[src/rtl/ahb_fabric_slave.sv]
// ahb_fabric_slave: AHB-Lite responder with CTRL/STATUS/SCRATCH/LEVEL/IRQ_STAT registers and a TXDATA FIFO.
// Define AHB_SLV_BYTE_LANES_EN to allow byte/halfword writes to CTRL and SCRATCH.
module ahb_fabric_slave #(
    parameter int unsigned FIFO_DEPTH = 16,
    parameter int unsigned WAIT_MAX   = 15
) (
    input  logic        SYSCLK,
    input  logic        NSYSRESET,
    input  logic        HSEL,
    input  logic [4:0]  HADDR,
    input  logic [1:0]  HTRANS,
    input  logic        HWRITE,
    input  logic [2:0]  HSIZE,
    input  logic [31:0] HWDATA,
    output logic [31:0] HRDATA,
    output logic        HREADYOUT,
    output logic        HRESP,
    output logic [31:0] ctrl_out,
    input  logic [31:0] status_in,
    output logic [31:0] fifo_data,
    output logic        fifo_valid,
    input  logic        fifo_ready,
    output logic        fab_int
);
    localparam int unsigned AW = $clog2(FIFO_DEPTH);
    localparam int unsigned CW = AW + 1;
    localparam int unsigned WW = (WAIT_MAX > 1) ? $clog2(WAIT_MAX + 1) : 1;

    localparam logic [2:0] REG_CTRL    = 3'd0;
    localparam logic [2:0] REG_STATUS  = 3'd1;
    localparam logic [2:0] REG_SCRATCH = 3'd2;
    localparam logic [2:0] REG_TXDATA  = 3'd3;
    localparam logic [2:0] REG_LEVEL   = 3'd4;
    localparam logic [2:0] REG_IRQ     = 3'd5;

    typedef enum logic [2:0] {IDLE, DATA, WFULL, ERR1, ERR2} state_t;

    state_t        state;
    logic [2:0]    dp_idx;
    logic          dp_write;
`ifdef AHB_SLV_BYTE_LANES_EN
    logic [1:0]    dp_lsb;
    logic [2:0]    dp_size;
`endif
    logic [31:0]   ctrl;
    logic [31:0]   scratch;
    logic [1:0]    irq;
    logic [31:0]   mem [FIFO_DEPTH];
    logic [AW-1:0] rd_ptr;
    logic [AW-1:0] wr_ptr;
    logic [CW-1:0] count;
    logic [WW-1:0] wait_cnt;

    logic          accept;
    logic [2:0]    a_idx;
    logic          size_err;
    logic          addr_err;
    logic          wr_en;
    logic          push;
    logic          pop;
    logic          space;
    logic          timeout;
    logic [3:0]    wstrb;
    logic [CW-1:0] count_nxt;
    logic [31:0]   ctrl_nxt;
    logic [31:0]   scratch_nxt;
    logic [1:0]    irq_nxt;
    logic [31:0]   rd_word;
    logic          unused_inputs;

    assign unused_inputs = ^{HTRANS[0], HADDR[1:0]};
    assign ctrl_out      = ctrl;
    assign fifo_data     = mem[rd_ptr];

    // Address-phase decode and legality check
    always_comb begin
        accept = HSEL & HTRANS[1] & HREADYOUT;
        a_idx  = HADDR[4:2];
`ifdef AHB_SLV_BYTE_LANES_EN
        size_err = (HSIZE > 3'd2) |
                   (HWRITE & (HSIZE != 3'd2) & ((a_idx == REG_TXDATA) | (a_idx == REG_IRQ)));
`else
        size_err = (HSIZE != 3'd2);
`endif
        addr_err = (a_idx[2] & a_idx[1]) | size_err;
    end

    // Byte-lane strobes for the write in the data phase
    always_comb begin
        wstrb = 4'b1111;
`ifdef AHB_SLV_BYTE_LANES_EN
        case (dp_size)
            3'd0:    wstrb = 4'b0001 << dp_lsb;
            3'd1:    wstrb = dp_lsb[1] ? 4'b1100 : 4'b0011;
            default: wstrb = 4'b1111;
        endcase
`endif
    end

    // Next register values; reads forward these so a read right after a write sees new data
    always_comb begin
        wr_en       = (state == DATA) & dp_write;
        push        = wr_en & (dp_idx == REG_TXDATA);
        pop         = fifo_valid & fifo_ready;
        count_nxt   = count + CW'(push) - CW'(pop);
        space       = (count_nxt != CW'(FIFO_DEPTH));
        timeout     = (state == WFULL) & ~space & (wait_cnt == WW'(WAIT_MAX - 1));
        ctrl_nxt    = ctrl;
        scratch_nxt = scratch;
        for (int i = 0; i < 4; i++) begin
            if (wr_en && dp_idx == REG_CTRL && wstrb[i])
                ctrl_nxt[8*i +: 8] = HWDATA[8*i +: 8];
            if (wr_en && dp_idx == REG_SCRATCH && wstrb[i])
                scratch_nxt[8*i +: 8] = HWDATA[8*i +: 8];
        end
        irq_nxt = irq;
        if (wr_en && dp_idx == REG_IRQ)
            irq_nxt = irq & ~HWDATA[1:0];
        if (pop && !push && count == CW'(1))
            irq_nxt[0] = 1'b1;
        if (timeout)
            irq_nxt[1] = 1'b1;
        case (a_idx)
            REG_CTRL:    rd_word = ctrl_nxt;
            REG_STATUS:  rd_word = status_in;
            REG_SCRATCH: rd_word = scratch_nxt;
            REG_LEVEL:   rd_word = 32'(count_nxt);
            REG_IRQ:     rd_word = {30'd0, irq_nxt};
            default:     rd_word = 32'd0;
        endcase
    end

    // Bus FSM, registers and FIFO pointers
    always_ff @(posedge SYSCLK or negedge NSYSRESET) begin
        if (!NSYSRESET) begin
            state      <= IDLE;
            HREADYOUT  <= 1'b1;
            HRESP      <= 1'b0;
            HRDATA     <= 32'd0;
            dp_idx     <= 3'd0;
            dp_write   <= 1'b0;
`ifdef AHB_SLV_BYTE_LANES_EN
            dp_lsb     <= 2'd0;
            dp_size    <= 3'd0;
`endif
            ctrl       <= 32'd0;
            scratch    <= 32'd0;
            irq        <= 2'd0;
            rd_ptr     <= '0;
            wr_ptr     <= '0;
            count      <= '0;
            wait_cnt   <= '0;
            fifo_valid <= 1'b0;
            fab_int    <= 1'b0;
        end else begin
            ctrl       <= ctrl_nxt;
            scratch    <= scratch_nxt;
            irq        <= irq_nxt;
            count      <= count_nxt;
            fifo_valid <= (count_nxt != '0);
            fab_int    <= |(irq_nxt & ctrl_nxt[1:0]);
            if (push) wr_ptr <= wr_ptr + AW'(1);
            if (pop)  rd_ptr <= rd_ptr + AW'(1);
            HRDATA <= 32'd0;
            case (state)
                IDLE, DATA, ERR2: begin
                    state     <= IDLE;
                    HREADYOUT <= 1'b1;
                    HRESP     <= 1'b0;
                    if (accept) begin
                        dp_idx   <= a_idx;
                        dp_write <= HWRITE;
`ifdef AHB_SLV_BYTE_LANES_EN
                        dp_lsb   <= HADDR[1:0];
                        dp_size  <= HSIZE;
`endif
                        if (addr_err) begin
                            state     <= ERR1;
                            HREADYOUT <= 1'b0;
                            HRESP     <= 1'b1;
                        end else if (HWRITE && a_idx == REG_TXDATA && !space) begin
                            state     <= WFULL;
                            HREADYOUT <= 1'b0;
                            wait_cnt  <= '0;
                        end else begin
                            state <= DATA;
                            if (!HWRITE) HRDATA <= rd_word;
                        end
                    end
                end
                WFULL: begin
                    if (space) begin
                        // A pop this cycle frees a slot; the push happens in the DATA cycle
                        state     <= DATA;
                        HREADYOUT <= 1'b1;
                    end else if (timeout) begin
                        state <= ERR1;
                        HRESP <= 1'b1;
                    end else begin
                        wait_cnt <= wait_cnt + WW'(1);
                    end
                end
                ERR1: begin
                    state     <= ERR2;
                    HREADYOUT <= 1'b1;
                    HRESP     <= 1'b1;
                end
                default: begin
                    state     <= IDLE;
                    HREADYOUT <= 1'b1;
                    HRESP     <= 1'b0;
                end
            endcase
        end
    end

    // FIFO storage, no reset needed
    always_ff @(posedge SYSCLK) begin
        if (push) mem[wr_ptr] <= HWDATA;
    end
endmodule
[config.mk]
export PLATFORM = sky130hd
export DESIGN_NAME = ahb_fabric_slave
export DESIGN_NICKNAME = d
export VERILOG_FILES = /design/src/rtl/ahb_fabric_slave.sv
export SDC_FILE = /design/constraint.sdc
export NUM_CORES = 1
export LEC_CHECK = 0
export CAP_MARGIN = 20
export CORE_MARGIN = 5
export CORE_UTILIZATION = 45
export DETAILED_ROUTE_END_ITERATION = 8
export MAX_ROUTING_LAYER = met4
export PLACE_DENSITY = 0.72
export SLEW_MARGIN = 40
export SYNTH_ARGS = -nofsm -noshare
export SYNTH_HDL_FRONTEND = slang
export SYNTH_SLANG_ARGS = --single-unit
export TNS_END_PERCENT = 100
[constraint.sdc]
create_clock -name SYSCLK -period 4.8 [get_ports SYSCLK]
set_input_delay 0.48 -clock SYSCLK [delete_from_list [all_inputs] [get_ports SYSCLK]]
set_output_delay 0.48 -clock SYSCLK [all_outputs]
set_load 0.005 [all_outputs]
**After elaboration in Yosys (flattened, before gate mapping)**

Memory sizes are Yosys's and may differ from the RTL's.
Cells that the tools add are included.
W data, S select, Z words.

- Latch bits: 0
- Bits of input ports: 79
- Memory bits (writable): 512
- Flip-flop bits (word level): 126
- Memories: 1
- Word-level logic and storage cells: 118
- Bits in read-only memories: 0

Memory list:

| name | words | bits a word | read ports | clocked after Yosys merged registers in | wr ports | RTL line | text |
|---|---|---|---|---|---|---|---|
| mem | 16 | 32 | 1 | 0 | 1 | 48 | `logic [31:0] mem [FIFO_DEPTH];` |

- Bitwise operators: 13
- Reduce and logical (&&, ||, !) cells: 19
- Div/mod/pow operators: 0
- Shifts and indexed selects: 0
- Magnitude comparators: 0
- Equality and inequality tests: 24
- $mul: 0
- Multiplexer cells: 41
- Add/subtract/negate cells: 5

Operators with widths:

| cell | number |
|---|---|
| $mux W32 | 5 |
| $pmux W32 S5 | 1 |
| $mux W8 | 8 |
| $mux W4 | 5 |
| $eq A3 B2 Y1 const B | 6 |
| $ne A2 B2 Y1 const B | 7 |
| $add A4 B1 Y4 const B | 3 |
| $eq A3 B3 Y1 const B | 4 |
| $mux W1 | 12 |
| $logic_not A3 Y1 | 3 |
| $pmux W3 S3 | 1 |
| $and A1 B1 Y1 | 8 |
| $mux W2 | 4 |
| $pmux W4 S2 | 1 |
| $logic_and A1 B1 Y1 | 7 |
| $eq A3 B1 Y1 const B | 2 |
| $mux W3 | 2 |
| $reduce_and A6 Y1 | 1 |
| $add A5 B1 Y5 | 1 |
| $eq A5 B1 Y1 const B | 1 |
| $ne A5 B5 Y1 const B | 1 |
| $reduce_bool A5 Y1 | 1 |
| $sub A5 B1 Y5 | 1 |
| $and A2 B2 Y2 | 2 |
| 13 further kinds | 15 |

**Logic depth before layout (Yosys ltp)**

Gate-level depths: netlist of the first run.

- Depth after elaboration: 16
- Gate-level depth with buffers: 13
- Depth with buffers taken out: 13

**Worst setup path after synthesis of the first run**

Ideal clock, no wire load.

- Path kind: reg2reg
- From: register state[1]
- To: memory mem[3][0] (enable)
- Path slack: 838 ps
- Library setup time: 461 ps
- Arrival time: 3501 ps
- Data required time: 4339 ps
- Cell stages (with the launch flop): 5
- Cell sequence: dfrtp_1 nand4bb_4 nor3_2 nand2_1 nor3_1

- Longest elaborated chain between the ends: 5

Ends and longest elaborated chain:

| element | RTL line | text |
|---|---|---|
| start: declaration | 38 | `state_t state;` |
| start signal: assignment | 136 | `state <= IDLE;` |
| start signal: assignment | 167 | `state <= IDLE;` |
| start signal: assignment | 178 | `state <= ERR1;` |
| $eq A3 B1 Y1 | 102 | `wr_en = (state == DATA) & dp_write;` |
| $and A1 B1 Y1 | 102 |  |
| $and A1 B1 Y1 | 103 | `push = wr_en & (dp_idx == REG_TXDATA);` |
| $mux W1 | 219 | `if (push) mem[wr_ptr] <= HWDATA;` |
| $mux W1 (implied by the code) | 219 |  |
| end: declaration | 48 |  |

No other way between the ends.

**Final worst setup path of the first run**

- From: register rd_ptr[0]
- To: output port fifo_data[8]

- Longest elaborated chain between the ends: 1

Ends and longest elaborated chain:

| element | RTL line | text |
|---|---|---|
| start: declaration | 49 | `logic [AW-1:0] rd_ptr;` |
| start signal: assignment | 163 | `if (pop) rd_ptr <= rd_ptr + AW'(1);` |
| $mem_v2 Z16 W32 | - |  |
| end: declaration | 20 | `output logic [31:0] fifo_data,` |

No other way between the ends.

==> impl_metrics.prom, run 1 <==
# TYPE chip_impl_metric gauge
chip_impl_info{name="status",value="completed"} 1
chip_impl_metric{name="register_bit_count_reported_by_yosys",unit=""} 638
chip_impl_metric{name="vdd.ir_drop.worst",unit="mV"} 0.315
chip_impl_metric{name="synth.yosys.warnings",unit=""} 0
chip_impl_metric{name="hold-worst-slack",unit="ns"} 0.340
chip_impl_metric{name="utilization",unit=""} 0.550
chip_impl_metric{name="grt_antenna_before_repair",unit=""} 1
chip_impl_metric{name="gpl.final_weighted_congestion",unit=""} 0.789
chip_impl_metric{name="synth_cell_types",unit=""} 66
chip_impl_info{name="rr_endpoint",value="wait_cnt[3]$_DFFE_PN0P_"} 1
chip_impl_metric{name="rows",unit=""} 86
chip_impl_metric{name="die_w",unit="um"} 247
chip_impl_metric{name="yosys_top_cell_area_share",unit=""} 0.610
chip_impl_info{name="crit_path_cell_trace",value="buf_4 > mux4_2 > mux4_2 > clkdlybuf4s50_1"} 1
chip_impl_metric{name="die-area",unit="um^2"} 60900
chip_impl_info{name="path_class",value="reg2out"} 1
chip_impl_metric{name="cts_inserted_buffers",unit=""} 61
chip_impl_metric{name="wirelength",unit="um"} 57200
chip_impl_metric{name="post_drt_wl_per_cell",unit="um"} 25.7
chip_impl_metric{name="static-leakage-power",unit="nW"} 10.2
chip_impl_metric{name="first_global_vias",unit=""} 13625
chip_impl_metric{name="critical_path_peak_fanout",unit=""} 26
chip_impl_metric{name="die_height",unit="um"} 247
chip_impl_metric{name="post_dp_area",unit="um^2"} 28300
chip_impl_metric{name="finalInstanceArea",unit="um^2"} 30400
chip_impl_metric{name="cts.sink_count",unit=""} 638
chip_impl_metric{name="final.setup.worst_slack",unit="ns"} 0.829
chip_impl_metric{name="grt.overflow.total",unit=""} 0
chip_impl_metric{name="initial_utilization",unit=""} 0.456
chip_impl_metric{name="synth_edf_count",unit=""} 512
chip_impl_metric{name="synth_seq_area_share",unit=""} 0.735
chip_impl_metric{name="synth_fp_nets",unit=""} 1290
chip_impl_metric{name="preCtsSetupSlack",unit="ns"} 0.948
chip_impl_metric{name="io_pins",unit=""} 179
chip_impl_metric{name="grt_max_degree",unit=""} 80
chip_impl_metric{name="drive_above_1_share",unit=""} 0.309
chip_impl_metric{name="antenna_violating_nets_post_route",unit=""} 0
chip_impl_info{name="rsz0062_at_grt",value="no"} 1
chip_impl_metric{name="grt.total_usage",unit=""} 0.196
chip_impl_metric{name="timing.critical_path.buf_inv",unit=""} 2
chip_impl_info{name="yosys.area.top_type",value="sky130_fd_sc_hd__edfxtp_1"} 1
chip_impl_info{name="cp_slowest_cell",value="sky130_fd_sc_hd__dfrtp_4"} 1
chip_impl_info{name="hold_path.class",value="in2reg"} 1
chip_impl_metric{name="netlist_instances",unit=""} 1197
chip_impl_metric{name="postSynthAreaPerCell",unit="um^2"} 21.1
chip_impl_metric{name="synthesis_to_finish_area_growth",unit="%"} 20.7
chip_impl_metric{name="period_minus_slack",unit="ns"} 3.97
chip_impl_metric{name="htree_levels",unit=""} 2
chip_impl_metric{name="hold_crit_depth",unit=""} 1
chip_impl_metric{name="r2r_cells",unit=""} 13
chip_impl_metric{name="critPathArrivalTime",unit="ns"} 3.49
chip_impl_metric{name="cp_num_cells",unit=""} 4
chip_impl_metric{name="setup_viol_count_final",unit=""} 0
chip_impl_metric{name="fp.coreArea",unit="um^2"} 55300
chip_impl_metric{name="post_drt_via_cell_ratio",unit=""} 5.66
chip_impl_info{name="clockRootBuffer",value="sky130_fd_sc_hd__clkbuf_16"} 1
chip_impl_metric{name="detail_route.iter0.violations",unit=""} 1232
chip_impl_metric{name="vias",unit=""} 12583
chip_impl_info{name="setup.worst_path.start",value="rd_ptr[0]$_DFFE_PN0P_"} 1
chip_impl_info{name="family_with_the_most_delay_on_the_worst_path",value="multiplexers"} 1
chip_impl_metric{name="final_max_slew_viol_count",unit=""} 0
chip_impl_info{name="leading_register_cell_type_out_of_synthesis",value="sky130_fd_sc_hd__edfxtp_1"} 1
chip_impl_metric{name="place_hpwl",unit="um"} 34900
chip_impl_metric{name="worstMarginPinSlew",unit="ns"} 0.885
chip_impl_metric{name="critPathRequiredTime",unit="ns"} 4.32
chip_impl_info{name="endpoint_kind",value="primary output"} 1
chip_impl_metric{name="maxCapViolations",unit=""} 0
chip_impl_info{name="cp-endpoint",value="fifo_data[8]"} 1
chip_impl_metric{name="crit_path_max_incr_delay",unit="ns"} 0.79
chip_impl_metric{name="slew_headroom",unit=""} 0.410
chip_impl_metric{name="pwrdens",unit="nW/um^2"} 540
chip_impl_info{name="crit_path_start_kind",value="flip-flop"} 1
chip_impl_metric{name="finalHoldViolCount",unit=""} 0
chip_impl_info{name="timing.rr.start",value="state[1]$_DFFE_PN0P_"} 1
chip_impl_metric{name="fmaxAchievable",unit="GHz"} 0.252
chip_impl_info{name="synth.area.top_cells",value="sky130_fd_sc_hd__edfxtp_1 (61%), sky130_fd_sc_hd__mux4_2 (14%), sky130_fd_sc_hd__dfrtp_1 (12%), sky130_fd_sc_hd__mux2_2 (1.8%), sky130_fd_sc_hd__mux2_4 (1.6%)"} 1
chip_impl_metric{name="path_clk_slew",unit="ns"} 0.06
chip_impl_metric{name="detailed_routing_iteration_count_for_the_pre_antenna_repair_pass",unit=""} 5
chip_impl_metric{name="fin_crit_sh",unit=""} 0.827
chip_impl_metric{name="postSynth.asyncResetShare",unit=""} 0.197
chip_impl_metric{name="finClkSkew",unit="ns"} 0.0234
chip_impl_info{name="tritoncts",value="yes"} 1
chip_impl_metric{name="fin_setup_tns",unit="ns"} 0
chip_impl_metric{name="port_buffers",unit=""} 175
chip_impl_info{name="path_common_cell",value="sky130_fd_sc_hd__mux4_2"} 1
chip_impl_metric{name="clk-insertion-delay-late",unit="ns"} 0.63
chip_impl_metric{name="drcViolationCount",unit=""} 0
chip_impl_metric{name="regToRegSetupSlack",unit="ns"} 0.92
chip_impl_metric{name="nNetsFinal",unit=""} 1515
chip_impl_metric{name="netlist_area",unit="um^2"} 25200
chip_impl_metric{name="grt_pass1_wl",unit="um"} 86900
chip_impl_metric{name="cts.path.max_buffers",unit=""} 3
-- cells in the mapped netlist (3+ instances only) --
cell	n
sky130_fd_sc_hd__a21oi_1	9
sky130_fd_sc_hd__a21oi_2	25
sky130_fd_sc_hd__a22oi_1	6
sky130_fd_sc_hd__a22oi_2	25
sky130_fd_sc_hd__a31oi_1	3
sky130_fd_sc_hd__buf_1	6
sky130_fd_sc_hd__buf_2	23
sky130_fd_sc_hd__buf_6	4
sky130_fd_sc_hd__clkbuf_1	28
sky130_fd_sc_hd__dfrtp_1	125
sky130_fd_sc_hd__edfxtp_1	512
sky130_fd_sc_hd__ha_1	13
sky130_fd_sc_hd__inv_1	17
sky130_fd_sc_hd__mux2_2	41
sky130_fd_sc_hd__mux2_4	27
sky130_fd_sc_hd__mux2i_1	3
sky130_fd_sc_hd__mux4_2	160
sky130_fd_sc_hd__nand2_1	47
sky130_fd_sc_hd__nand2b_1	8
sky130_fd_sc_hd__nand3_1	6
sky130_fd_sc_hd__nand4_1	4
sky130_fd_sc_hd__nor2_1	22
sky130_fd_sc_hd__nor2b_1	4
sky130_fd_sc_hd__nor3_1	9
sky130_fd_sc_hd__nor3b_1	4
sky130_fd_sc_hd__o21ai_0	6
sky130_fd_sc_hd__o22ai_1	3
sky130_fd_sc_hd__xnor2_1	7
sky130_fd_sc_hd__xor2_1	3
-- worst min path at each step --
stage	start	to	slack, ns
after floorplan	NSYSRESET	HRDATA[0]$_DFF_PN0_	0.18
after global placement	rd_ptr[2]$_DFFE_PN0P_	rd_ptr[2]$_DFFE_PN0P_	0.47
after detailed placement	scratch[0]$_DFF_PN0_	scratch[0]$_DFF_PN0_	0.48
after CTS	status_in[30]	HRDATA[30]$_DFF_PN0_	0.35
after global routing	HWDATA[1]	mem[10][1]$_DFFE_PP_	0.31
final	HWDATA[1]	mem[10][1]$_DFFE_PP_	0.34
-- metrics by stage --
| stage | cells | total power [mW] |
|---|---|---|
| floorplan | 1197 | 9.50 |
| global placement | 2097 | 11.4 |
| detailed placement | 2106 | 11.4 |
| CTS | 2222 | 16.6 |
| global route | 2222 | 17.2 |
| finish | 2224 | 16.4 |
-- layer usage --
| metal | part of all wire | track usage | wire [um] | vias up |
|---|---|---|---|---|
| li1 | - | - | - | 5348 |
| met1 | 0.41 | 0.271 | 23700 | 6670 |
| met2 | 0.49 | 0.306 | 28000 | 485 |
| met3 | 0.080 | 0.0447 | 4610 | 80 |
| met4 | 0.016 | 0.0400 | 941 | 0 |
| met5 | 0 | - | 0 | - |
-- logic make-up (layout without fill, tap and decap cells) --
kind of cell	Yosys count	count (layout)	share of synthesized area
DFF	638	638	0.735
muxes	232	232	0.179
and+or+nand+nor	125	125	0.0264
AOI/OAI and AO/OA	98	98	0.0344
buffers and inverters	80	357	0.0145
adders and majority gates	14	14	0.00725
xor gates and xnor gates	10	10	0.00347
other	0	2	0
-- registers in the layout (all words and copies together) (netlist names) --
register	cells
HREADYOUT	1
wr_ptr	4
ctrl_out	32
fifo_valid	1
irq	2
fab_int	1
mem	512
count	5
dp_idx	3
HRDATA	32
wait_cnt	4
state	3
dp_write	1
rd_ptr	4
scratch	32
HRESP	1
-- area by class of cell --
class	count	area, um^2
clock buffers	69	1580
clock inverters	46	579
inverters	17	63.8
diodes	2	5.00
repair buffers	225	2270
fillers	4159	24900
well taps	748	936
multi-input cells	479	6460
flip-flops and latches	638	18500
-- cell usage in the layout (no fill, tap or decap), drive strengths merged, types with 30 or more instances in the layout --
cell type,instances
mux2,69
buf,51
dfrtp,125
nand2,48
clkinv,30
a21oi,34
mux4,160
clkbuf,70
edfxtp,512
clkdlybuf4s50,172
a22oi,31
-- timing repair --
item,in CTS,in global routing
hold buffers,1,0
hold endpoints to repair,78,0
buffers inserted,0,0
gates resized for setup,0,0
-- where the power goes --
part	total [mW]	switching, mW	internal (mW)
sequential	6.71	0.386	6.32
clock	5.11	2.05	3.06
combinational	4.61	1.97	2.63
Power figures use the tool's default switching activity.
==> inputs of run 2 (changes only) <==
--- a/config.mk
+++ b/config.mk
@@ -10,7 +10,7 @@
 export CORE_UTILIZATION = 45
 export DETAILED_ROUTE_END_ITERATION = 8
 export MAX_ROUTING_LAYER = met4
-export PLACE_DENSITY = 0.72
+export PLACE_DENSITY = 0.74
 export SLEW_MARGIN = 40
 export SYNTH_ARGS = -nofsm -noshare
 export SYNTH_HDL_FRONTEND = slang
==> constraint.sdc (replaced) <==
create_clock -name SYSCLK -period 3.54 [get_ports SYSCLK]
set_input_delay 0.354 -clock SYSCLK [delete_from_list [all_inputs] [get_ports SYSCLK]]
set_output_delay 0.354 -clock SYSCLK [all_outputs]
set_load 0.005 [all_outputs]
==> impl_metrics.prom, run 2 (same netlist as run 1, synthesis figures left out) <==
# TYPE chip_impl_metric gauge
chip_impl_info{name="status",value="completed"} 1
chip_impl_metric{name="timing.critical_path.buf_inv",unit=""} 2
chip_impl_metric{name="grt_max_degree",unit=""} 102
chip_impl_metric{name="place_hpwl",unit="um"} 35100
chip_impl_metric{name="r2r_cells",unit=""} 13
chip_impl_metric{name="maxCapViolations",unit=""} 0
chip_impl_metric{name="post_drt_wl_per_cell",unit="um"} 25.7
chip_impl_info{name="path_common_cell",value="sky130_fd_sc_hd__mux4_2"} 1
chip_impl_metric{name="nNetsFinal",unit=""} 1530
chip_impl_metric{name="detailed_routing_iteration_count_for_the_pre_antenna_repair_pass",unit=""} 5
chip_impl_info{name="hold_path.class",value="in2async"} 1
chip_impl_metric{name="regToRegSetupSlack",unit="ns"} 0.14
chip_impl_info{name="clockRootBuffer",value="sky130_fd_sc_hd__clkbuf_16"} 1
chip_impl_metric{name="grt_pass1_wl",unit="um"} 87200
chip_impl_metric{name="vias",unit=""} 12627
chip_impl_metric{name="rows",unit=""} 86
chip_impl_metric{name="die_w",unit="um"} 247
chip_impl_metric{name="vdd.ir_drop.worst",unit="mV"} 0.443
chip_impl_metric{name="finClkSkew",unit="ns"} 0.0319
chip_impl_metric{name="grt.total_usage",unit=""} 0.197
chip_impl_metric{name="port_buffers",unit=""} 175
chip_impl_metric{name="dpl.cell_count",unit=""} 2118
chip_impl_metric{name="setup_viol_count_final",unit=""} 0
chip_impl_metric{name="pwrdens",unit="nW/um^2"} 719
chip_impl_metric{name="worstMarginPinSlew",unit="ns"} 0.802
chip_impl_info{name="endpoint_kind",value="primary output"} 1
chip_impl_metric{name="fin_crit_sh",unit=""} 0.966
chip_impl_metric{name="synthesis_to_finish_area_growth",unit="%"} 21.3
chip_impl_metric{name="critPathRequiredTime",unit="ns"} 3.19
chip_impl_metric{name="fin_setup_tns",unit="ns"} 0
chip_impl_info{name="path_class",value="reg2out"} 1
chip_impl_metric{name="io_pins",unit=""} 179
chip_impl_metric{name="grt_antenna_before_repair",unit=""} 2
chip_impl_metric{name="die_height",unit="um"} 247
chip_impl_metric{name="critical_path_peak_fanout",unit=""} 43
chip_impl_info{name="final_cell_mix",value="sky130_fd_sc_hd__edfxtp_1 (512), sky130_fd_sc_hd__mux4_2 (160), sky130_fd_sc_hd__clkdlybuf4s50_1 (152), sky130_fd_sc_hd__dfrtp_1 (121), sky130_fd_sc_hd__clkbuf_16 (62)"} 1
chip_impl_metric{name="grt.overflow.total",unit=""} 0
chip_impl_metric{name="wirelength",unit="um"} 57400
chip_impl_info{name="timing.rr.start",value="state[1]$_DFFE_PN0P_"} 1
chip_impl_metric{name="static-leakage-power",unit="nW"} 10.4
chip_impl_metric{name="slew_headroom",unit=""} 0.464
chip_impl_metric{name="cts_inserted_buffers",unit=""} 61
chip_impl_info{name="rr_endpoint",value="wait_cnt[3]$_DFFE_PN0P_"} 1
chip_impl_info{name="cp_slowest_cell",value="sky130_fd_sc_hd__dfrtp_4"} 1
chip_impl_metric{name="crit_path_max_incr_delay",unit="ns"} 0.56
chip_impl_metric{name="cts.sink_count",unit=""} 638
chip_impl_metric{name="first_global_vias",unit=""} 13573
chip_impl_metric{name="final_max_slew_viol_count",unit=""} 0
chip_impl_metric{name="drcViolationCount",unit=""} 0
chip_impl_metric{name="critPathArrivalTime",unit="ns"} 3.06
chip_impl_metric{name="htree_levels",unit=""} 2
chip_impl_info{name="family_with_the_most_delay_on_the_worst_path",value="multiplexers"} 1
chip_impl_metric{name="fmaxAchievable",unit="GHz"} 0.293
chip_impl_metric{name="post_dp_area",unit="um^2"} 28400
chip_impl_info{name="rsz0062_at_grt",value="no"} 1
chip_impl_metric{name="die-area",unit="um^2"} 60900
chip_impl_info{name="top_register",value="mem"} 1
chip_impl_metric{name="stdcell_count",unit=""} 2236
chip_impl_metric{name="cts.path.max_buffers",unit=""} 3
chip_impl_info{name="crit_path_cell_trace",value="buf_16 > mux4_2 > mux4_2 > clkdlybuf4s50_1"} 1
chip_impl_metric{name="finalHoldViolCount",unit=""} 0
chip_impl_metric{name="fin_total_pwr",unit="mW"} 22.0
chip_impl_info{name="tritoncts",value="yes"} 1
chip_impl_metric{name="drive_above_1_share",unit=""} 0.318
chip_impl_metric{name="post_drt_via_cell_ratio",unit=""} 5.65
chip_impl_metric{name="max_ffs_per_register",unit=""} 512
chip_impl_metric{name="detail_route.iter0.violations",unit=""} 1141
chip_impl_metric{name="period_minus_slack",unit="ns"} 3.42
chip_impl_metric{name="fp.coreArea",unit="um^2"} 55300
chip_impl_metric{name="gpl.final_weighted_congestion",unit=""} 0.855
chip_impl_info{name="crit_path_start_kind",value="flip-flop"} 1
chip_impl_metric{name="clk-insertion-delay-late",unit="ns"} 0.64
chip_impl_metric{name="cp_num_cells",unit=""} 4
chip_impl_info{name="layout_commonest_cell",value="sky130_fd_sc_hd__edfxtp_1"} 1
chip_impl_metric{name="initial_utilization",unit=""} 0.456
chip_impl_metric{name="antenna_violating_nets_post_route",unit=""} 0
chip_impl_metric{name="finalInstanceArea",unit="um^2"} 30600
chip_impl_metric{name="path_clk_slew",unit="ns"} 0.07
chip_impl_metric{name="hold-worst-slack",unit="ns"} 0.170
run 2: changes by cell type in the layout (fill, tap and decap cells not counted), sizes merged:
cell           delta
buf              +15
bufinv            -7
clkbuf            +4
clkdlybuf4s50    -20
clkinv            -5
clkinvlp          +3
diode             -1
dlygate4sd2       +2
dlymetal6s2s     +19
inv               +2
run 2: area by class of cell:
cell class	instances	area [um^2]
antenna	1	2.50
clock buffer	74	1630
clock inverter	39	410
fill	4133	24700
inverter	17	63.8
multi-input combinational	479	6500
sequential	638	18500
tap	748	936
timing repair buffer	240	2510
run 2: metrics by stage:
stage,setup WS (ns),util
global route,0.000602,0.553
CTS,-0.00779,0.551
floorplan,0.211,-
global placement,0.169,0.513
finish,0.122,0.553
detailed placement,0.0832,0.513
run 2: worst max-delay path by stage:
stage | from | end | slack [ns]
finish | rd_ptr[0]$_DFFE_PN0P_ | fifo_data[22] | 0.12
global route | rd_ptr[0]$_DFFE_PN0P_ | fifo_data[22] | 0.0006
CTS | rd_ptr[0]$_DFFE_PN0P_ | fifo_data[28] | -0.008
detailed placement | state[1]$_DFFE_PN0P_ | wait_cnt[3]$_DFFE_PN0P_ | 0.08
global placement | state[1]$_DFFE_PN0P_ | wait_cnt[3]$_DFFE_PN0P_ | 0.17
floorplan | state[1]$_DFFE_PN0P_ | wait_cnt[3]$_DFFE_PN0P_ | 0.21
run 2: repair_timing:
item / 4_1_cts / 5_1_grt
resized for setup: 4 / 25
endpoints found under the setup margin: 22 / 22
hold buffers: 1 / 0
hold endpoints to repair: 99 / 0
buffers inserted: 1 / 1
run 2: where the power goes:
part / internal [mW] / total (mW) / switching (mW)
clock network: 3.73 / 6.55 / 2.82
logic: 3.65 / 6.49 / 2.85
registers: 8.57 / 8.96 / 0.381
run 2: per-layer routing:
layer  vias to the layer above  GRT usage  wire length, um
met5                         -          -                0
met4                         0     0.0392              741
met3                        58     0.0395             4400
met2                       502      0.307            28300
met1                      6686      0.276            24000
li1                       5381          -                -
==> inputs of run 3 (changes only) <==
--- a/config.mk
+++ b/config.mk
@@ -5,6 +5,7 @@
 export SDC_FILE = /design/constraint.sdc
 export NUM_CORES = 1
 export LEC_CHECK = 0
+export ABC_AREA = 1
 export CAP_MARGIN = 20
 export CORE_MARGIN = 5
 export CORE_UTILIZATION = 45
==> impl_metrics.prom, run 3 <==
# TYPE chip_impl_metric gauge
chip_impl_metric{name="detail_route.iter0.violations",unit=""} 1481
chip_impl_info{name="tritoncts",value="yes"} 1
chip_impl_metric{name="die-area",unit="um^2"} 62400
chip_impl_metric{name="netlist_area",unit="um^2"} 25900
chip_impl_metric{name="vdd.ir_drop.worst",unit="mV"} 0.439
chip_impl_metric{name="grt.total_usage",unit=""} 0.204
chip_impl_metric{name="critical_path_peak_fanout",unit=""} 44
chip_impl_metric{name="synthesis_to_finish_area_growth",unit="%"} 18.8
chip_impl_metric{name="synth_seq_area_share",unit=""} 0.717
chip_impl_info{name="layout_commonest_cell",value="sky130_fd_sc_hd__edfxtp_1"} 1
chip_impl_metric{name="post_drt_wl_per_cell",unit="um"} 21.2
chip_impl_metric{name="initial_utilization",unit=""} 0.456
chip_impl_info{name="hold_path.class",value="in2async"} 1
chip_impl_metric{name="slew_headroom",unit=""} 0.396
chip_impl_metric{name="post-cts-setup-buffers",unit=""} 0
chip_impl_info{name="yosys.area.top_type",value="sky130_fd_sc_hd__edfxtp_1"} 1
chip_impl_metric{name="postSynthAreaPerCell",unit="um^2"} 12.9
chip_impl_metric{name="die_w",unit="um"} 250
chip_impl_info{name="synth.cells.most_frequent",value="sky130_fd_sc_hd__edfxtp_1 (512), sky130_fd_sc_hd__nand2_1 (307), sky130_fd_sc_hd__nor2_1 (233)"} 1
chip_impl_metric{name="cts_inserted_buffers",unit=""} 59
chip_impl_metric{name="yosys_top_cell_area_share",unit=""} 0.595
chip_impl_metric{name="worstMarginPinSlew",unit="ns"} 0.899
chip_impl_metric{name="detailed_routing_iteration_count_for_the_pre_antenna_repair_pass",unit=""} 5
chip_impl_metric{name="seq_power_share",unit=""} 0.395
chip_impl_metric{name="clk-insertion-delay-late",unit="ns"} 0.62
chip_impl_metric{name="critPathRequiredTime",unit="ns"} 3.19
chip_impl_metric{name="static-leakage-power",unit="nW"} 11.4
chip_impl_metric{name="grt_antenna_before_repair",unit=""} 3
chip_impl_metric{name="cts.path.max_buffers",unit=""} 3
chip_impl_metric{name="fp.coreArea",unit="um^2"} 56700
chip_impl_metric{name="grt.overflow.total",unit=""} 0
chip_impl_metric{name="critPathArrivalTime",unit="ns"} 3.09
chip_impl_info{name="synth_most_common_cell",value="sky130_fd_sc_hd__edfxtp_1"} 1
chip_impl_metric{name="io_pins",unit=""} 179
chip_impl_metric{name="nNetsFinal",unit=""} 2270
chip_impl_metric{name="postSynth.asyncResetShare",unit=""} 0.197
chip_impl_metric{name="post_drt_via_cell_ratio",unit=""} 5.56
chip_impl_metric{name="first_global_vias",unit=""} 16634
chip_impl_metric{name="register_bit_count_reported_by_yosys",unit=""} 638
chip_impl_metric{name="p_sw_frac",unit=""} 0.329
chip_impl_metric{name="total_switching_power",unit="mW"} 7.57
chip_impl_metric{name="rows",unit=""} 87
chip_impl_info{name="top_register",value="mem"} 1
chip_impl_info{name="final_cell_mix",value="sky130_fd_sc_hd__edfxtp_1 (512), sky130_fd_sc_hd__nand2_1 (307), sky130_fd_sc_hd__nor2_1 (215), sky130_fd_sc_hd__clkdlybuf4s50_1 (174), sky130_fd_sc_hd__o21ai_0 (134)"} 1
chip_impl_metric{name="seq_area",unit="um^2"} 18500
chip_impl_metric{name="grt_pass1_wl",unit="um"} 96900
chip_impl_metric{name="combPwrFrac",unit=""} 0.331
chip_impl_info{name="status",value="completed"} 1
chip_impl_metric{name="die_height",unit="um"} 250
chip_impl_metric{name="vias",unit=""} 16569
chip_impl_metric{name="gpl.final_weighted_congestion",unit=""} 0.827
chip_impl_metric{name="grt_max_degree",unit=""} 105
chip_impl_metric{name="synth.yosys.warnings",unit=""} 0
chip_impl_metric{name="fmaxAchievable",unit="GHz"} 0.290
chip_impl_metric{name="synth_cell_types",unit=""} 41
chip_impl_metric{name="utilization",unit=""} 0.542
chip_impl_metric{name="place_hpwl",unit="um"} 37800
chip_impl_metric{name="final_max_slew_viol_count",unit=""} 0
chip_impl_info{name="rsz0062_at_grt",value="yes"} 1
chip_impl_metric{name="path_clk_slew",unit="ns"} 0.06
chip_impl_metric{name="internal_power",unit="mW"} 15.4
chip_impl_info{name="clockRootBuffer",value="sky130_fd_sc_hd__clkbuf_16"} 1
chip_impl_metric{name="regToRegSetupSlack",unit="ns"} 0.32
chip_impl_metric{name="pwrdens",unit="nW/um^2"} 748
chip_impl_info{name="endpoint_kind",value="primary output"} 1
chip_impl_metric{name="drive_above_1_share",unit=""} 0.0805
chip_impl_info{name="crit_path_start_kind",value="flip-flop"} 1
chip_impl_metric{name="finClkSkew",unit="ns"} 0.0179
chip_impl_metric{name="htree_levels",unit=""} 2
chip_impl_metric{name="multi_input_comb_area",unit="um^2"} 6480
chip_impl_info{name="leading_register_cell_type_out_of_synthesis",value="sky130_fd_sc_hd__edfxtp_1"} 1
chip_impl_metric{name="cts.sink_count",unit=""} 638
chip_impl_metric{name="wirelength",unit="um"} 63300
chip_impl_metric{name="antenna_violating_nets_post_route",unit=""} 0
chip_impl_metric{name="finalHoldViolCount",unit=""} 0
chip_impl_metric{name="netlist_instances",unit=""} 2008
chip_impl_info{name="synth.area.top_cells",value="sky130_fd_sc_hd__edfxtp_1 (59%), sky130_fd_sc_hd__dfrtp_1 (12%), sky130_fd_sc_hd__nand2_1 (4.5%), sky130_fd_sc_hd__mux2i_1 (3.6%), sky130_fd_sc_hd__nor2_1 (3.4%)"} 1
chip_impl_metric{name="setup_viol_count_final",unit=""} 0
chip_impl_metric{name="synth_edf_count",unit=""} 512
chip_impl_metric{name="synth_fp_nets",unit=""} 2101
chip_impl_metric{name="maxCapViolations",unit=""} 0
chip_impl_metric{name="fin_crit_sh",unit=""} 0.973
chip_impl_metric{name="drcViolationCount",unit=""} 0
chip_impl_info{name="path_class",value="reg2out"} 1
chip_impl_metric{name="num-fill-cells",unit=""} 4469
chip_impl_metric{name="port_buffers",unit=""} 175
chip_impl_metric{name="max_ffs_per_register",unit=""} 512
chip_impl_metric{name="power.share.clock",unit=""} 0.274
chip_impl_metric{name="period_minus_slack",unit="ns"} 3.45
chip_impl_metric{name="fin_setup_tns",unit="ns"} 0
[run 3: routing by layer]
| metal | vias to the layer above | wire [um] | share of wire | GRT usage |
|---|---|---|---|---|
| met5 | - | 0 | 0 | - |
| li1 | 7627 | - | - | - |
| met1 | 8177 | 26100 | 0.41 | 0.271 |
| met4 | 0 | 1770 | 0.028 | 0.0651 |
| met3 | 106 | 4960 | 0.078 | 0.0400 |
| met2 | 659 | 30400 | 0.48 | 0.322 |
[run 3: timing repair]
item,in CTS,in global routing
hold buffers,1,0
gates resized for setup,0,6
setup endpoints to repair,0,8
hold endpoints to repair,100,0
[run 3: cells by family after synthesis]
logic type                 synth area share
xor gates and xnor gates            0.00305
DFF                                   0.717
AOI/OAI and AO/OA                    0.0921
and+or+nand+nor                       0.107
adders and majority gates           0.00706
muxes                                0.0356
buffers and inverters                0.0383
[run 3: final timing paths]
kind                            depth (start not counted)                       to             startpoint
worst min-delay path                                    2  wait_cnt[1]$_DFFE_PN0P_              NSYSRESET
max in group asynchronous                               4     HRDATA[14]$_DFF_PN0_              NSYSRESET
worst min register to register                          2    scratch[18]$_DFF_PN0_  scratch[18]$_DFF_PN0_
min in group SYSCLK                                     5     HRDATA[24]$_DFF_PN0_          status_in[24]
worst max register to register                         17  wait_cnt[2]$_DFFE_PN0P_  dp_idx[0]$_DFFE_PN0P_
worst max-delay path                                    6            fifo_data[29]  rd_ptr[0]$_DFFE_PN0P_
[run 3: power groups by stage]
stage	clock network (mW)	logic, mW	registers [mW]
after global placement	0	7.38	9.19
after floorplan	0	4.49	9.00
after CTS	6.40	7.65	9.07
after global routing	6.72	8.34	9.13
final	6.30	7.61	9.08
after detailed placement	0	7.60	9.21
[run 3: metrics by stage]
step | instances | setup slack, ns | hold WS, ns | cell area (um^2) | total power [mW]
global route | 2981 | -0.0298 | 0.198 | 30700 | 24.2
finish | 2982 | 0.0947 | 0.171 | 30700 | 23.0
global placement | 2870 | 0.292 | 0.451 | 28700 | 16.6
floorplan | 2008 | 0.384 | 0.0584 | 25900 | 13.5
detailed placement | 2870 | 0.200 | 0.456 | 28700 | 16.8
CTS | 2979 | 0.0863 | 0.354 | 30700 | 23.1
[run 3: area by class of cell]
type,count,area share
Sequential cell,638,0.603
Multi-Input combinational cell,1134,0.211
Timing Repair Buffer,232,0.0783
Clock buffer,68,0.0505
Tap cell,756,0.0308
Inverter,112,0.0139
Clock inverter,40,0.0121
Antenna cell,2,0.000163
[run 3: critical path, cell delays in order, from the launching register on]
cell,delay (ns)
sky130_fd_sc_hd__dfrtp_4,0.57
sky130_fd_sc_hd__buf_4,0.52
sky130_fd_sc_hd__nor2_1,0.13
sky130_fd_sc_hd__o32ai_1,0.32
sky130_fd_sc_hd__o211ai_1,0.19
sky130_fd_sc_hd__nand2_1,0.13
sky130_fd_sc_hd__clkdlybuf4s50_1,0.59
==> variant, RTL diff (settings of run 1) <==
The 5 states of `state_t` get a one-hot encoding in 5 bits.
--- a/src/rtl/ahb_fabric_slave.sv
+++ b/src/rtl/ahb_fabric_slave.sv
@@ -33,7 +33,7 @@
     localparam logic [2:0] REG_LEVEL   = 3'd4;
     localparam logic [2:0] REG_IRQ     = 3'd5;
 
-    typedef enum logic [2:0] {IDLE, DATA, WFULL, ERR1, ERR2} state_t;
+    typedef enum logic [4:0] {IDLE = 5'b00001, DATA = 5'b00010, WFULL = 5'b00100, ERR1 = 5'b01000, ERR2 = 5'b10000} state_t;
 
     state_t        state;
     logic [2:0]    dp_idx;
Function: no difference found for any inputs over 4 cycles, from zero or initial values and one cycle with NSYSRESET low; so few cycles prove little.
==> variant against run 1 <==
Fmax fell by 2.9%; cell area down 1.5%; routed wire length fell by 2.5%; non-clock buffer count down 2; worst setup slack worse by 0.12 ns; area after synthesis shrank 1.0%; power decreased by 10%; sequential share of layout area rose by 1.1 points; sequential cell count is 2 higher; synthesized cell count increased by 0.25%.
==> variant: results (changes against run 1) <==
\begin{tabular}{lr}
\hline
Metric & Value \\
\hline
\multicolumn{2}{l}{\textbf{Layout}} \\
Filler cell count in the final layout & 4094 (-1.6\%) \\
Antenna diode count & 0 (-2) \\
Non-filler cells in the finished layout & 2220 (-0.18\%) \\
\multicolumn{2}{l}{\textbf{Logic synthesis}} \\
Most area-consuming cells after synthesis & edfxtp\_1 (62\%), mux4\_2 (14\%), dfrtp\_1 (13\%) \\
Mux contribution to synthesized area & 17.43\% (-0.46 points) \\
Post-synthesis net count & 1293 (+0.23\%) \\
Mean area per synthesized cell & 20.80 um2 (-1.3\%) \\
Leading post-synthesis cells by instance count & edfxtp\_1 (512), mux4\_2 (160), dfrtp\_1 (126), nor2\_1 (56), mux2\_2 (39) \\
Async S/R FF share, synth & 20.00\% (+0.25 points) \\
Post-synthesis share of cell area spent on full adders, half adders and majority gates & 0.7320\% (+0.0074 points) \\
Count of cell types in the netlist & 62 (-6.1\%) \\
Fraction of the mapped netlist area in compound gates & 2.366\% (-1.1 points) \\
XOR/XNOR Fraction of Synth Area & 0.4462\% (+0.099 points) \\
\multicolumn{2}{l}{\textbf{Critical path}} \\
Maximum net fanout on the critical path & 9 (-65\%) \\
Arrival time of data at the critical path endpoint & 4.61 ns (+1.12 ns) \\
CP max stage delay & 0.54 ns (-0.25 ns) \\
Reg2Reg Launch Point & state[4]\$\_DFFE\_PN0P\_ \\
Critical-path cell with the highest stage delay & fa\_1 \\
Capture instance of the worst register-to-register path & HRDATA[1]\$\_DFF\_PN0\_ \\
Logic depth of the worst register-to-register path & 15 (+2) \\
\multicolumn{2}{l}{\textbf{Power and ir drop}} \\
Reported leakage power & 10.26 nW (+0.68\%) \\
Max IR drop VDD & 319.9 uV (+1.6\%) \\
Internal power summed over all cells & 10.92 mW (-9.1\%) \\
\multicolumn{2}{l}{\textbf{Placement}} \\
HPWL after DPL & 34.31 mm (-1.6\%) \\
Routability cong. & 0.7956 (+0.87\%) \\
Placed insts & 2107 (+0.047\%) \\
Post-placement cell area & 27990 um2 (-0.95\%) \\
Post-placement setup slack & 0.7809 ns (-0.1666 ns) \\
\multicolumn{2}{l}{\textbf{Worst hold path}} \\
Start point of the worst hold path & scratch[0]\$\_DFF\_PN0\_ \\
Class of the tightest hold or removal check & register to register \\
\multicolumn{2}{l}{\textbf{Global routing}} \\
Number of antenna violations at the first check in global routing & 3 (+2) \\
Via count of the first global-routing pass & 13265 (-2.6\%) \\
First-pass GRT wire length & 84.55 mm (-2.7\%) \\
\multicolumn{2}{l}{\textbf{Route}} \\
Routed length per placed instance & 25.13 um (-2.4\%) \\
Drt first-iter violations & 1089 (-12\%) \\
Post-DR vias/cell & 5.627 (-0.54\%) \\
\multicolumn{2}{l}{\textbf{Status}} \\
Outcome & complete, no violations \\
\multicolumn{2}{l}{\textbf{CTS}} \\
CTS buffer count & 59 (-3.3\%) \\
\multicolumn{2}{l}{\textbf{STA}} \\
Fmax achieved & 0.2446 GHz (-2.9\%) \\
Worst clock skew on the final layout & 0.01344 ns (-0.009911 ns) \\
Worst Tran Pin Value & 0.9097 ns (+0.02480 ns) \\
\hline
\end{tabular}
==> variant: changes by cell type after synthesis, moves of 25 or more <==
cell      delta
a21oi_2     -25
a221oi_1    +25
a22oi_2     -25
and2_1      +27
mux2_4      -25
nor2_1      +34
==> variant: logic make-up after synthesis <==
logic type	after synthesis
muxes	226
xor gates and xnor gates	11
DFF	640
AOI/OAI and AO/OA	73
and+or+nand+nor	157
adders and majority gates	14
buffers and inverters	79
==> variant: layout make-up <==
class	instances	area (um2)	share of cell area, %
tap	748	935.9	3.123
multi-input combinational	481	6163	20.57
clock inverter	30	289.0	0.9644
sequential	640	18590	62.04
timing repair buffer	223	2265	7.556
inverter	17	63.81	0.2129
clock buffer	81	1660	5.540
==> variant: routing by layer <==
layer	vias to the layer above	wire [um]	GRT usage (%)
li1	5322	-	-
met1	6634	23860	26.87
met2	473	27170	29.95
met3	63	3764	3.424
met4	0	992	4.398
met5	-	0	-
==> variant: power by group through the flow <==
stage                     clock network [mW]  registers, mW  logic, mW
after floorplan                            0           6.24       2.52
after global placement                     0           6.56       3.67
after detailed placement                   0           6.57       3.71
after CTS                               4.76           6.45       3.74
after global routing                    4.99           6.43       3.99
final                                   4.68           6.40       3.71
==> variant: what timing repair did <==
item | CTS | global route
hold buffers | 1 | 0
hold endpoints to repair | 88 | 0
endpoints found under the setup margin | 0 | 0
==> variant: how the worst max path moves through the flow <==
stage,depth (start not counted),to,startpoint
final,15,HRDATA[1]$_DFF_PN0_,state[4]$_DFFE_PN0P_
after CTS,4,fifo_data[30],rd_ptr[0]$_DFFE_PN0P_
after detailed placement,15,HRDATA[1]$_DFF_PN0_,state[4]$_DFFE_PN0P_
after global routing,15,wait_cnt[2]$_DFFE_PN0P_,state[4]$_DFFE_PN0P_
after global placement,15,HRDATA[1]$_DFF_PN0_,state[4]$_DFFE_PN0P_
after floorplan,5,mem[3][0]$_DFFE_PP_,state[4]$_DFFE_PN0P_
==> variant: worst reg2reg max path: cells and delay by family (launching register included) <==
kind                     cells  cell delay (ns)
AND/OR/NAND/NOR              6             1.54
adder cells (fa/ha/maj)      3             1.03
AO/OA/AOI/OAI                3             0.75
buffers and inverters        3             0.27
flip-flops                   1             0.41
